**src/rtl/fp_pkg.sv**
```systemverilog
// Shared definitions for the floating-point back ends: rounding-mode codes,
// format descriptor and the special-value builders used on overflow.
package fp_pkg;

    // Rounding-mode encodings on the 3-bit rm input; unlisted codes behave as RNE.
    localparam logic [2:0] RM_RTZ = 3'b000;
    localparam logic [2:0] RM_RPI = 3'b001;
    localparam logic [2:0] RM_RNI = 3'b010;
    localparam logic [2:0] RM_RNE = 3'b011;
    localparam logic [2:0] RM_RMM = 3'b100;

    // Field widths of a packed format {sign, exp, mant}. binary64 uses 11/52.
    typedef struct packed {
        int unsigned exp_w;
        int unsigned man_w;
    } fmt_t;

    localparam fmt_t FMT_B32 = '{exp_w: 8, man_w: 23};

    // Largest finite magnitude with the given sign, right-aligned in 64 bits.
    function automatic logic [63:0] max_finite(input logic sign, input int exp_w, input int man_w);
        logic [63:0] r;
        r = ((64'd1 << (exp_w + man_w)) - 64'd1) - (64'd1 << man_w);
        r = r | ({63'd0, sign} << (exp_w + man_w));
        return r;
    endfunction

    // Infinity with the given sign, right-aligned in 64 bits.
    function automatic logic [63:0] inf(input logic sign, input int exp_w, input int man_w);
        logic [63:0] r;
        r = ((64'd1 << exp_w) - 64'd1) << man_w;
        r = r | ({63'd0, sign} << (exp_w + man_w));
        return r;
    endfunction

endpackage

```
**src/rtl/fp_mul_round_pipe_if.sv**
```systemverilog
// Input and output channels of the multiplier round/pack back end.
interface fp_mul_round_pipe_if
    import fp_pkg::*;
#(
    parameter int EXP_W = FMT_B32.exp_w,
    parameter int MAN_W = FMT_B32.man_w
);
    localparam int PROD_W = 2 * (MAN_W + 1);
    localparam int RES_W  = 1 + EXP_W + MAN_W;

    logic              in_valid;
    logic              in_ready;
    logic              in_sign;
    logic [EXP_W+1:0]  in_exp;
    logic [PROD_W-1:0] in_prod;
    logic [2:0]        in_rm;

    logic              out_valid;
    logic              out_ready;
    logic [RES_W-1:0]  out_result;
    logic              out_inexact;
    logic              out_overflow;
    logic              out_underflow;

    modport master (
        output in_valid, in_sign, in_exp, in_prod, in_rm, out_ready,
        input  in_ready, out_valid, out_result, out_inexact, out_overflow, out_underflow
    );

    modport slave (
        input  in_valid, in_sign, in_exp, in_prod, in_rm, out_ready,
        output in_ready, out_valid, out_result, out_inexact, out_overflow, out_underflow
    );
endinterface

```
**src/rtl/fp_round_inc.sv**
```systemverilog
// Round-up decision from rounding mode, sign and the L/G/S bits.
module fp_round_inc
    import fp_pkg::*;
(
    input  logic [2:0] rm,
    input  logic       sign,
    input  logic       lsb,
    input  logic       guard,
    input  logic       sticky,
    output logic       inc
);

    // Pick the increment rule for the selected rounding mode.
    always_comb begin
        inc = 1'b0;
        case (rm)
            RM_RTZ:  inc = 1'b0;
            RM_RPI:  inc = !sign && (guard || sticky);
            RM_RNI:  inc = sign && (guard || sticky);
            RM_RMM:  inc = guard;
            default: inc = guard && (sticky || lsb);   // RNE and reserved codes
        endcase
    end

endmodule

```
**src/rtl/fp_mul_round_pipe.sv**
```systemverilog
// Two-stage normalise / round-and-pack back end for the multiplier.
// Stage 1 normalises the product and decides the increment; stage 2 applies it,
// handles the rounding carry, and resolves underflow / overflow.
module fp_mul_round_pipe
    import fp_pkg::*;
#(
    parameter int EXP_W = FMT_B32.exp_w,
    parameter int MAN_W = FMT_B32.man_w
) (
    input  logic             clk,
    input  logic             rst_n,
    fp_mul_round_pipe_if.slave bus
);

    localparam int PROD_W = 2 * (MAN_W + 1);
    localparam int RES_W  = 1 + EXP_W + MAN_W;
    localparam int E_W    = EXP_W + 2;

    localparam logic signed [E_W-1:0] E_ONE = E_W'(1);
    localparam logic signed [E_W-1:0] E_OVF = E_W'((1 << EXP_W) - 1);

    // Stage 1 registers
    logic                    s1_v_q,    s1_v_d;
    logic                    s1_sign_q, s1_sign_d;
    logic signed [E_W-1:0]   s1_e_q,    s1_e_d;
    logic [MAN_W-1:0]        s1_mant_q, s1_mant_d;
    logic                    s1_inc_q,  s1_inc_d;
    logic                    s1_inx_q,  s1_inx_d;
    logic [2:0]              s1_rm_q,   s1_rm_d;
    logic                    s1_zero_q, s1_zero_d;

    // Stage 2 (output) registers
    logic                    s2_v_q,      s2_v_d;
    logic [RES_W-1:0]        s2_result_q, s2_result_d;
    logic                    s2_inx_q,    s2_inx_d;
    logic                    s2_ovf_q,    s2_ovf_d;
    logic                    s2_unf_q,    s2_unf_d;

    // Stage 1 combinational signals
    logic                    top_bit;
    logic [PROD_W-2:0]       norm;
    logic [MAN_W-1:0]        mant_n;
    logic                    guard_n;
    logic                    sticky_n;
    logic                    inc_n;
    logic signed [E_W-1:0]   e_n;

    // Stage 2 combinational signals
    logic [MAN_W:0]          m_sum;
    logic                    carry;
    logic signed [E_W-1:0]   e_r;

    logic s1_adv;
    logic s2_adv;

    // A slot can take new data when it is empty or its contents leave this cycle.
    assign s2_adv = !s2_v_q || bus.out_ready;
    assign s1_adv = !s1_v_q || s2_adv;

    // Normalise: drop the leading integer bit position so the hidden 1 sits at the top.
    always_comb begin
        top_bit  = bus.in_prod[PROD_W-1];
        norm     = top_bit ? bus.in_prod[PROD_W-2:0] : {bus.in_prod[PROD_W-3:0], 1'b0};
        mant_n   = norm[PROD_W-2 -: MAN_W];
        guard_n  = norm[PROD_W-2-MAN_W];
        sticky_n = |norm[PROD_W-3-MAN_W:0];
        e_n      = $signed(bus.in_exp) + $signed({{(E_W-1){1'b0}}, top_bit});
    end

    fp_round_inc u_round_inc (
        .rm     (bus.in_rm),
        .sign   (bus.in_sign),
        .lsb    (mant_n[0]),
        .guard  (guard_n),
        .sticky (sticky_n),
        .inc    (inc_n)
    );

    // Stage 1 next state: capture a beat on transfer, otherwise hold.
    always_comb begin
        s1_v_d    = s1_v_q;
        s1_sign_d = s1_sign_q;
        s1_e_d    = s1_e_q;
        s1_mant_d = s1_mant_q;
        s1_inc_d  = s1_inc_q;
        s1_inx_d  = s1_inx_q;
        s1_rm_d   = s1_rm_q;
        s1_zero_d = s1_zero_q;
        if (s1_adv) begin
            s1_v_d = bus.in_valid;
            if (bus.in_valid) begin
                s1_sign_d = bus.in_sign;
                s1_e_d    = e_n;
                s1_mant_d = mant_n;
                s1_inc_d  = inc_n;
                s1_inx_d  = guard_n || sticky_n;
                s1_rm_d   = bus.in_rm;
                s1_zero_d = (bus.in_prod == '0);
            end
        end
    end

    // Apply the increment; an all-ones mantissa carries out, leaving zeros and bumping e.
    always_comb begin
        m_sum = {1'b0, s1_mant_q} + {{MAN_W{1'b0}}, s1_inc_q};
        carry = m_sum[MAN_W];
        e_r   = s1_e_q + $signed({{(E_W-1){1'b0}}, carry});
    end

    // Stage 2 next state: pack the result with zero > underflow > overflow priority.
    always_comb begin
        s2_v_d      = s2_v_q;
        s2_result_d = s2_result_q;
        s2_inx_d    = s2_inx_q;
        s2_ovf_d    = s2_ovf_q;
        s2_unf_d    = s2_unf_q;
        if (s2_adv) begin
            s2_v_d = s1_v_q;
            if (s1_v_q) begin
                s2_inx_d    = s1_inx_q;
                s2_ovf_d    = 1'b0;
                s2_unf_d    = 1'b0;
                s2_result_d = {s1_sign_q, e_r[EXP_W-1:0], m_sum[MAN_W-1:0]};
                if (s1_zero_q) begin
                    s2_result_d = {s1_sign_q, {(RES_W-1){1'b0}}};
                    s2_inx_d    = 1'b0;
                end else if (s1_e_q < E_ONE) begin
                    // No subnormals: flush to signed zero.
                    s2_result_d = {s1_sign_q, {(RES_W-1){1'b0}}};
                    s2_unf_d    = 1'b1;
                    s2_inx_d    = 1'b1;
                end else if (e_r >= E_OVF) begin
                    s2_ovf_d = 1'b1;
                    s2_inx_d = 1'b1;
                    case (s1_rm_q)
                        RM_RTZ:  s2_result_d = RES_W'(max_finite(s1_sign_q, EXP_W, MAN_W));
                        RM_RPI:  s2_result_d = s1_sign_q ? RES_W'(max_finite(s1_sign_q, EXP_W, MAN_W))
                                                         : RES_W'(inf(s1_sign_q, EXP_W, MAN_W));
                        RM_RNI:  s2_result_d = s1_sign_q ? RES_W'(inf(s1_sign_q, EXP_W, MAN_W))
                                                         : RES_W'(max_finite(s1_sign_q, EXP_W, MAN_W));
                        default: s2_result_d = RES_W'(inf(s1_sign_q, EXP_W, MAN_W));
                    endcase
                end
            end
        end
    end

    // Pipeline registers; reset discards any in-flight beats.
    always_ff @(posedge clk or negedge rst_n) begin
        if (!rst_n) begin
            s1_v_q      <= 1'b0;
            s1_sign_q   <= 1'b0;
            s1_e_q      <= '0;
            s1_mant_q   <= '0;
            s1_inc_q    <= 1'b0;
            s1_inx_q    <= 1'b0;
            s1_rm_q     <= '0;
            s1_zero_q   <= 1'b0;
            s2_v_q      <= 1'b0;
            s2_result_q <= '0;
            s2_inx_q    <= 1'b0;
            s2_ovf_q    <= 1'b0;
            s2_unf_q    <= 1'b0;
        end else begin
            s1_v_q      <= s1_v_d;
            s1_sign_q   <= s1_sign_d;
            s1_e_q      <= s1_e_d;
            s1_mant_q   <= s1_mant_d;
            s1_inc_q    <= s1_inc_d;
            s1_inx_q    <= s1_inx_d;
            s1_rm_q     <= s1_rm_d;
            s1_zero_q   <= s1_zero_d;
            s2_v_q      <= s2_v_d;
            s2_result_q <= s2_result_d;
            s2_inx_q    <= s2_inx_d;
            s2_ovf_q    <= s2_ovf_d;
            s2_unf_q    <= s2_unf_d;
        end
    end

    assign bus.in_ready      = s1_adv;
    assign bus.out_valid     = s2_v_q;
    assign bus.out_result    = s2_result_q;
    assign bus.out_inexact   = s2_inx_q;
    assign bus.out_overflow  = s2_ovf_q;
    assign bus.out_underflow = s2_unf_q;

endmodule

```
**src/flat_wrapper.sv**
```systemverilog
// flat-port wrapper written by rule: the top's interface ports become plain ports
module fp_mul_round_pipe_flat import fp_pkg::*;
#(
    parameter int EXP_W = FMT_B32.exp_w,
    parameter int MAN_W = FMT_B32.man_w
)
  (clk, rst_n, bus_in_valid, bus_in_sign, bus_in_exp, bus_in_prod, bus_in_rm, bus_out_ready, bus_in_ready, bus_out_valid, bus_out_result, bus_out_inexact, bus_out_overflow, bus_out_underflow);
  fp_mul_round_pipe_if #(.EXP_W(EXP_W), .MAN_W(MAN_W)) bus_i ();
  input  logic clk;
  input  logic rst_n;
  input wire logic [$bits(bus_i.in_valid)-1:0] bus_in_valid;
  input wire logic [$bits(bus_i.in_sign)-1:0] bus_in_sign;
  input wire logic [$bits(bus_i.in_exp)-1:0] bus_in_exp;
  input wire logic [$bits(bus_i.in_prod)-1:0] bus_in_prod;
  input wire logic [$bits(bus_i.in_rm)-1:0] bus_in_rm;
  input wire logic [$bits(bus_i.out_ready)-1:0] bus_out_ready;
  output wire logic [$bits(bus_i.in_ready)-1:0] bus_in_ready;
  output wire logic [$bits(bus_i.out_valid)-1:0] bus_out_valid;
  output wire logic [$bits(bus_i.out_result)-1:0] bus_out_result;
  output wire logic [$bits(bus_i.out_inexact)-1:0] bus_out_inexact;
  output wire logic [$bits(bus_i.out_overflow)-1:0] bus_out_overflow;
  output wire logic [$bits(bus_i.out_underflow)-1:0] bus_out_underflow;
  assign bus_i.in_valid = bus_in_valid;
  assign bus_i.in_sign = bus_in_sign;
  assign bus_i.in_exp = bus_in_exp;
  assign bus_i.in_prod = bus_in_prod;
  assign bus_i.in_rm = bus_in_rm;
  assign bus_i.out_ready = bus_out_ready;
  assign bus_in_ready = bus_i.in_ready;
  assign bus_out_valid = bus_i.out_valid;
  assign bus_out_result = bus_i.out_result;
  assign bus_out_inexact = bus_i.out_inexact;
  assign bus_out_overflow = bus_i.out_overflow;
  assign bus_out_underflow = bus_i.out_underflow;
  fp_mul_round_pipe #(.EXP_W(EXP_W), .MAN_W(MAN_W)) u_core (.clk(clk), .rst_n(rst_n), .bus(bus_i));
endmodule
```
**config.mk**
```make
export PLATFORM = sky130hd
export DESIGN_NAME = fp_mul_round_pipe_flat
export DESIGN_NICKNAME = d
export VERILOG_FILES = /design/src/rtl/fp_pkg.sv /design/src/rtl/fp_mul_round_pipe_if.sv /design/src/rtl/fp_round_inc.sv /design/src/rtl/fp_mul_round_pipe.sv /design/src/flat_wrapper.sv
export SDC_FILE = /design/constraint.sdc
export NUM_CORES = 1
export LEC_CHECK = 0
export ABC_AREA = 1
export CELL_PAD_IN_SITES_DETAIL_PLACEMENT = 1
export CELL_PAD_IN_SITES_GLOBAL_PLACEMENT = 1
export CORE_AREA = 3 3 121 123
export CTS_BUF_LIST = sky130_fd_sc_hd__clkbuf_8
export CTS_CLUSTER_SIZE = 16
export DETAILED_ROUTE_END_ITERATION = 10
export DIE_AREA = 0 0 124 126
export PLACE_DENSITY_LB_ADDON = 0.25
export RECOVER_POWER = 25
export SLEW_MARGIN = 20
export SYNTH_ARGS = -nofsm -noshare
export SYNTH_HDL_FRONTEND = slang
export SYNTH_SLANG_ARGS = --single-unit
```
**constraint.sdc**
```tcl
create_clock -name clk -period 2.8 [get_ports clk]
set_clock_uncertainty 0.2 [all_clocks]
set_input_delay 0.28 -clock clk [delete_from_list [all_inputs] [get_ports clk]]
set_output_delay 0.28 -clock clk [all_outputs]
set_load 0.02 [all_outputs]
```
==> flow_summary.yaml <==
drt:
  drt_iter0_drc: 313
  postRouteAntennaNets: 0
  dr.pass1.iters: 4
  avgRoutedWirePerCell_um: 15.9
  avgViaCountPerCell: 4.93
  route.detailed.drc: 0
  dr_total_vias: 4864
  routed_wirelength_mm: 15.7
die:
  start_util: 0.334
  die_h_um: 126
  boundaryPins: 103
  dieArea_mm2: 0.0156
  die_w_um: 124
  fp-row-count: 43
  fp.coreArea_mm2: 0.0138
synthesis:
  synth_nets: 720
  syn-cell-area_mm2: 0.00460
  async_flop_share: 1.00
  yosys-top-cells-area: "dfrtp_1 (42%), nand2_1 (19%), nand3_1 (6.1%), inv_1 (6.0%), o21ai_0 (4.6%)"
  synth_area_per_cell_um2: 7.10
  yosys.area.top_type: "dfrtp_1"
  synth_common_cells: "nand2_1 (227), dfrtp_1 (77), inv_1 (74)"
  yosys_warnings: 0
  synth_top_area_frac: 0.419
  yosysMostFrequentCell: "nand2_1"
  ys_ff_latch: 77
  synth_edf_count: 0
  synth_cell_type_count: 33
  synthCells: 648
  synth_ff_type: "dfrtp_1"
  ys_seq_area_frac: 0.419
global_routing:
  grt_max_degree: 78
  grt_pass1_vias: 5110
  grt_antenna_before_repair: 0
  grtUsageTotal: 0.201
  grt_pass1_wl_mm: 25.4
  grt.overflow.total: 0
cells_and_area:
  drive_gt1_frac: 0.157
  stdcell_area_mm2: 0.00672
  postLayoutCoreUtil: 0.488
  regArea_mm2: 0.00193
  fillers: 1741
  multi_input_area_mm2: 0.00258
  fin_nets: 874
  syn_to_final_growth_pct: 46.0
  n_antenna_cell: 0
sta:
  min_period_over_period: 1.10
  max_freq_mhz: 325
  setup_viol: 33
  tns_ns: -7.11
  hold_viol_final: 0
  relSlewSlack: -0.248
  layout_setup_ws_ns: -0.276
  rsz0062_at_grt: "true"
  worstMarginPinSlew_ns: 1.87
  fin_crit_ns: 3.08
  slew_viol_final: 78
worst_setup_path:
  worstSetupStartpoint: "u_core.s1_mant_q[8]"
  cp_slowest_cell: "dfrtp_1"
  arrival_ns: 3.12
  r2r_start: "u_core.s1_mant_q[8]"
  worstPathCellList: "nand2_2 -> nor3_4 -> nand2_2 -> nor2_4 -> nand4_1 -> nor3_4 -> ha_2 -> nand2_2 -> nor2_4 -> nand2_1 -> nand2_2 -> nand2_2 -> nor2_4 -> nand3_4 -> nand2_8 -> nand3_4 -> nand3_2 -> nand2_1"
  worstSetupEndpointType: "flop"
  crit_type: "reg -> reg"
  r2r_slack_ns: -0.28
  crit_required_ns: 2.85
  reg2reg_depth: 18
  cp_common_cell: "nand2_2"
  startpoint_type: "flop"
  cpPeakStageDelay_ns: 0.38
  crit_path_max_fanout: 6
  reg2reg_to: "u_core.bus.out_result[1]"
hold_path:
  hold_path_class: "reg -> reg"
  holdPathEnd: "u_core.bus.out_result[8]"
  hold_depth: 2
  hold_start: "u_core.bus.out_result[8]"
cts:
  clock_path_buffers: 2
  clk-insertion-delay-late_ns: 0.36
  cts_buffers: 9
  cts_tree: "done"
  cts_max_level: 3
  cts_root_buf: "clkbuf_8"
  clk_pin_slew_ns: 0.07
  clkSinkCount: 77
power_and_ir_drop:
  ir_worst_vdd_uv: 208
  p_per_area_mw_per_mm2: 640
  p_leak_nw: 3.24
placement:
  io_buffers: 102
  placed_area_mm2: 0.00607
  routabilityCongestion: 0.867
  dp_hpwl_mm: 11.0
status:
  status: "finished, violations left"
  violations: "max-capacitance violations, max-slew violations, negative setup slack"
run:
  max_cap_violations: 1
-- timing repair --
item | 4_1_cts | 5_1_grt
hold endpoints to repair | 77 | 0
gates cloned | 6 | 0
pin swaps | 24 | 17
hold buffers | 1 | 0
endpoints found under the setup margin | 33 | 33
buffers inserted | 7 | 5
resized for setup | 33 | 26
-- cell families (layout without fill, tap and decap cells) --
kind of cell | after synthesis | in the layout | share of synthesized area
buffers and inverters | 100 | 253 | 0.0897
xor gates and xnor gates | 20 | 20 | 0.0397
and+or+nand+nor | 374 | 380 | 0.346
AOI/OAI and AO/OA | 71 | 71 | 0.0889
adders and majority gates | 6 | 6 | 0.0163
DFF | 77 | 77 | 0.419
-- report_power, final --
part	switching [mW]	leakage [nW]	internal, mW
registers	0.186	0.951	1.38
clock network	0.415	0.121	0.545
logic	0.993	2.17	0.782
-- worst max-delay path by stage --
stage | endpoint | cells after the start
2_1_floorplan | u_core.bus.out_result[0] | 16
3_3_place_gp | u_core.bus.out_result[18] | 18
3_5_place_dp | u_core.bus.out_result[5] | 18
4_1_cts | u_core.bus.out_result[5] | 18
5_1_grt | u_core.bus.out_result[1] | 18
6_report | u_core.bus.out_result[1] | 18
-- flip-flops by register name, summed over array words and instances (netlist names), 3 cells and up --
register	count
u_core.s1_rm_q	3
u_core.s1_mant_q	23
u_core.bus.out_result	32
u_core.s1_e_q	10
-- critical path: cells and delay by family (launching register included) --
family | cells | cell delay [ns]
simple gates | 17 | 2.14
fa+ha+maj | 1 | 0.24
flops | 1 | 0.38
-- stage by stage --
| stage | power, mW | worst slack (ns) | std cells | hold WS (ns) |
|---|---|---|---|---|
| 6_report | 4.30 | -0.276 | 987 | 0.281 |
| 2_1_floorplan | 2.37 | 0.0136 | 648 | -0.216 |
| 3_5_place_dp | 3.17 | -0.452 | 952 | 0.267 |
| 4_1_cts | 4.24 | -0.313 | 982 | 0.287 |
| 3_3_place_gp | 3.13 | -0.165 | 952 | 0.264 |
| 5_1_grt | 4.56 | -0.504 | 987 | 0.305 |
-- placed cells by master, fill, tap and decap left out, types with 6 or more instances in the layout --
cell             count
clkdlybuf4s50_1    101
nor3_1               6
nand3_2              9
o211ai_1            17
nand2_1            215
nand3_4              6
clkbuf_8            11
xor2_1              16
buf_4               57
nor2_1              47
dfrtp_1             77
o21ai_0             40
nand3_1             45
nand2_2             11
inv_1               74
nand4_1             13
-- per-layer routing --
layer / share of wire / up-vias / global-route usage
li1: - / 2388 / -
met1: 0.45 / 2343 / 0.273
met2: 0.49 / 123 / 0.336
met3: 0.049 / 10 / 0.0265
met4: 0.0090 / 0 / 0.0535
met5: 0 / - / 0
-- layout make-up --
class / instances / area share
Clock inverter: 5 / 0.0110
Clock buffer: 11 / 0.0225
Tap cell: 180 / 0.0335
Inverter: 75 / 0.0423
Sequential cell: 77 / 0.287
Timing Repair Buffer: 162 / 0.220
Multi-Input combinational cell: 477 / 0.384
No activity file was read; power rests on OpenSTA's default activity.
